[src/rtl/pipe_ctrl.sv]
// pipe_ctrl: pipeline stall merge, exception/eret flush sequencing and stall tracking
// Ports:
//   clk, rst                           clock, asynchronous active-high reset
//   stallreq_id/ex/mem                 per-stage stall requests
//   excepttype, cp0_epc                exception code from MEM (0 = none), current EPC
//   stall[5:0]                         hold vector: PC, IF/ID, ID/EX, EX/MEM, MEM/WB, WB
//   flush, new_pc                      one-cycle flush with its redirect address
//   stall_timeout, stall_cycles        sticky watchdog flag, total stalled-cycle count
module pipe_ctrl #(
  parameter logic [31:0] EXC_VECTOR  = 32'h0000_0020,
  parameter logic [31:0] ERET_CODE   = 32'h0000_000e,
  parameter logic [15:0] STALL_LIMIT = 16'd255
) (
  input  logic        clk,
  input  logic        rst,
  input  logic        stallreq_id,
  input  logic        stallreq_ex,
  input  logic        stallreq_mem,
  input  logic [31:0] excepttype,
  input  logic [31:0] cp0_epc,
  output logic [5:0]  stall,
  output logic        flush,
  output logic [31:0] new_pc,
  output logic        stall_timeout,
  output logic [31:0] stall_cycles
);
  typedef enum logic {RUN, FLUSH} state_t;
  state_t state, state_nxt;
  logic [15:0] cnt;
  logic        exc;
  logic        stalled;
  assign exc     = state == RUN && excepttype != 32'h0;
  assign stalled = stall != 6'b000000;
  always_ff @(posedge clk or posedge rst)
    if (rst) state <= RUN;
    else     state <= state_nxt;
  always_comb state_nxt = exc ? FLUSH : RUN;
  // An exception (or the flush cycle itself) overrides every stall request.
  always_comb begin
    flush = state == FLUSH;
    stall = (state == FLUSH || exc) ? 6'b000000 :
            stallreq_mem            ? 6'b011111 :
            stallreq_ex             ? 6'b001111 :
            stallreq_id             ? 6'b000111 : 6'b000000;
  end
  always_ff @(posedge clk or posedge rst)
    if (rst) new_pc <= 32'h0;
    else if (exc) new_pc <= excepttype == ERET_CODE ? cp0_epc : EXC_VECTOR;
  // Flag trips on the edge that brings cnt up to the limit.
  always_ff @(posedge clk or posedge rst)
    if (rst) begin
      cnt           <= 16'h0;
      stall_timeout <= 1'b0;
      stall_cycles  <= 32'h0;
    end else begin
      cnt           <= !stalled ? 16'h0 : cnt == STALL_LIMIT ? cnt : cnt + 16'h1;
      stall_timeout <= stall_timeout | (stalled && cnt == STALL_LIMIT - 16'h1);
      stall_cycles  <= stall_cycles + {31'h0, stalled};
    end
endmodule

[config.mk]
export PLATFORM = sky130hd
export DESIGN_NAME = pipe_ctrl
export DESIGN_NICKNAME = d
export VERILOG_FILES = /design/src/rtl/pipe_ctrl.sv
export SDC_FILE = /design/constraint.sdc
export NUM_CORES = 1
export LEC_CHECK = 0
export BUFFER_PORTS_ARGS = -buffer_cell sky130_fd_sc_hd__buf_2
export CORE_ASPECT_RATIO = 0.5
export CORE_UTILIZATION = 49
export CTS_BUF_LIST = sky130_fd_sc_hd__clkbuf_8 sky130_fd_sc_hd__clkbuf_16
export DETAILED_ROUTE_END_ITERATION = 12
export PLACE_DENSITY = 0.8
export SLEW_MARGIN = 20
export SYNTH_ARGS = -nofsm -noshare
export SYNTH_HDL_FRONTEND = slang
export SYNTH_SLANG_ARGS = --single-unit
[constraint.sdc]
create_clock -name clk -period 3.1 [get_ports clk]
set_input_delay 0.62 -clock clk [delete_from_list [all_inputs] [get_ports clk]]
set_output_delay 0.62 -clock clk [all_outputs]
set_load 0.05 [all_outputs]
==> out/metrics.yaml <==
status: "finished clean"
grt_setup_unrepaired: "no"
setup_viol: 0
cts-hold-fix-buffers: 0
r2r_start: "flush"
p_leak_nw: 2.49
gp_routability_congestion: 0.820
seqPwrFrac: 0.495
num_vias: 3103
cts_tree: "done"
synth.distinct_cells: 42
netlist_area_mm2: 0.00366
io_buffers: 139
cp_slowest_cell: "nor4_1"
finalCritPeriodShare: 0.885
ir_worst_vdd_mv: 0.397
clock-sinks: 82
die_y_um: 63.1
syn_avg_cell_area_um2: 11.3
maxSlewViolCount: 0
clock_path_buffers: 2
drc: 0
drive_gt1_frac: 0.370
antenna_found_initial: 0
dpl_cell_area_mm2: 0.00452
drtAntennaViolNets: 0
slowest_delay_ps: 360
die_x_um: 124
syn_nets: 398
cts_buffers: 9
dr.pass1.iters: 5
crit_fanout: 16
worst_pin_slew_ps: 702
yosysTopAreaCell: "dfrtp_1"
coreArea_mm2: 0.00696
nNetsFinal: 544
crit_path_end_kind: "output pin"
drv_cap: 0
overflow: 0
num_rows: 21
wirelength_um: 8720
hold_viol_final: 0
fmax_mhz: 364
post_cts.repair.setup_buffers: 0
clkPwrFrac: 0.470
clk_latency_ps: 330
cts-htree-levels: 3
p_int_mw: 1.69
crit_top_cell: "buf_2"
initial_core_util: 0.526
synth_edf_count: 0
worst-setup-path-type: "in -> out"
synth_ff_type: "dfrtp_1"
switching_share: 0.217
crit_path_start_kind: "primary input"
cp.arrival_ps: 2120
skew_ps: 4.98
syn_inst: 325
dp_hpwl_um: 6380
clk_pin_slew_ps: 60
cp-startpoint: "excepttype[16]"
reg2reg_slack_ps: 860
fin_crit_ps: 2740
max-slew-margin-rel: 0.530
postCtsResizedCells: 0
required_ps: 2480
dp.cells: 552
dieArea_mm2: 0.00785
crit_chain: "buf_2 -> nor4_1 -> and4_1 -> nand3_1 -> buf_4 -> inv_1 -> buf_2"
grt_pass1_vias: 3148
yosysSeqAreaShare: 0.560
netlist_top_cells_count: "82 x dfrtp_1, 32 x xnor2_1, 31 x a22o_1"
drt_iter0_drc: 190
diodes: 0
min_path_type: "in -> async"
area_delta_synth_final_pct: 31.2
power.switching_mw: 0.468
fin_util: 0.690
synthTopCellsByArea: "dfrtp_1 56%, xnor2_1 7.7%, a22o_1 7.4%"
synth_warnings: 0
root_buffer: "clkbuf_16"
finalPower_mw: 2.16
ioPinCount: 141
synth_most_common_cell: "dfrtp_1"
ys_async_sr_fraction: 1.00
track_usage: 0.244
stdcell_area_mm2: 0.00481
power_density_mw_per_mm2: 450
ys_ff_latch: 82
final_cells: 568
netlist.area_leader.share: 0.560
routedWlPerCell_um: 15.4
grt_max_degree: 39
setup_tns_ps: 0
via_per_inst: 5.46
grt_pass1_wl_um: 15200
p_comb_frac: 0.035
## cells in the final DEF, fill, tap and decap left out, types with 6 or more instances in the layout
master	n
nand3_1	20
buf_4	10
a21oi_1	6
nor2_1	17
nor3_1	10
a22o_1	31
nand2_1	18
buf_2	139
xnor2_1	32
clkbuf_16	9
nor4_1	10
dfrtp_1	82
nand4_1	22
inv_1	11
## worst max-delay path: cells and delay by family
| kind | cells | cell delay, ps |
|---|---|---|
| buf+inv | 4 | 760 |
| simple gates | 3 | 740 |
## state kept, by name, summed over array words and instances (netlist names)
name	flops
new_pc	32
stall_cycles	32
cnt	16
flush	1
stall_timeout	1
## cell type report
| cell class | instances | area [um^2] |
|---|---|---|
| clock buffer | 11 | 253 |
| clock inverter | 5 | 37.5 |
| fill | 520 | 2160 |
| inverter | 12 | 46.3 |
| multi-input combinational | 217 | 1530 |
| sequential | 82 | 2050 |
| tap | 92 | 115 |
| timing repair buffer | 149 | 771 |
## metal layers
metal	up-vias	track usage	part of all wire	wire [um]
li1	1490	-	-	-
met1	1544	0.304	0.44	3850
met2	57	0.413	0.51	4480
met3	12	0.0654	0.030	262
met4	0	0.0858	0.015	129
met5	-	0	0	0
## worst paths after layout
path,cells after the start,end
max reg2reg,10,stall_cycles[30]
min reg2reg,1,stall_timeout
min in group clk,1,stall_timeout
min,2,new_pc[28]
max,7,stall[0]
max in group asynchronous,3,cnt[4]
## power groups by stage
stage | Combinational [mW] | Sequential [mW] | Clock [mW]
2_1_floorplan | 0.0241 | 1.09 | 0
3_3_place_gp | 0.0752 | 1.09 | 0
3_5_place_dp | 0.0773 | 1.09 | 0
4_1_cts | 0.0778 | 1.07 | 1.03
5_1_grt | 0.0865 | 1.07 | 1.08
6_report | 0.0756 | 1.07 | 1.02
## per-stage QoR
step                      hold WS, ps  worst slack, ps
after global routing              401              253
after global placement            454              308
after CTS                         356              356
after detailed placement          478              211
after floorplan                   519             17.6
final                             344              356
## cell families (layout without fill, tap and decap cells)
| family | Yosys count | in the layout | share of synthesized area |
|---|---|---|---|
| AND/OR/NAND/NOR | 123 | 123 | 0.190 |
| flip-flops | 82 | 82 | 0.560 |
| AO/OA/AOI/OAI | 53 | 53 | 0.117 |
| XOR/XNOR | 36 | 36 | 0.0861 |
| buffers and inverters | 26 | 177 | 0.0321 |
| adder cells (fa/ha/maj) | 4 | 4 | 0.0137 |
| other | 1 | 1 | 0.00102 |
Power figures use the tool's default switching activity.
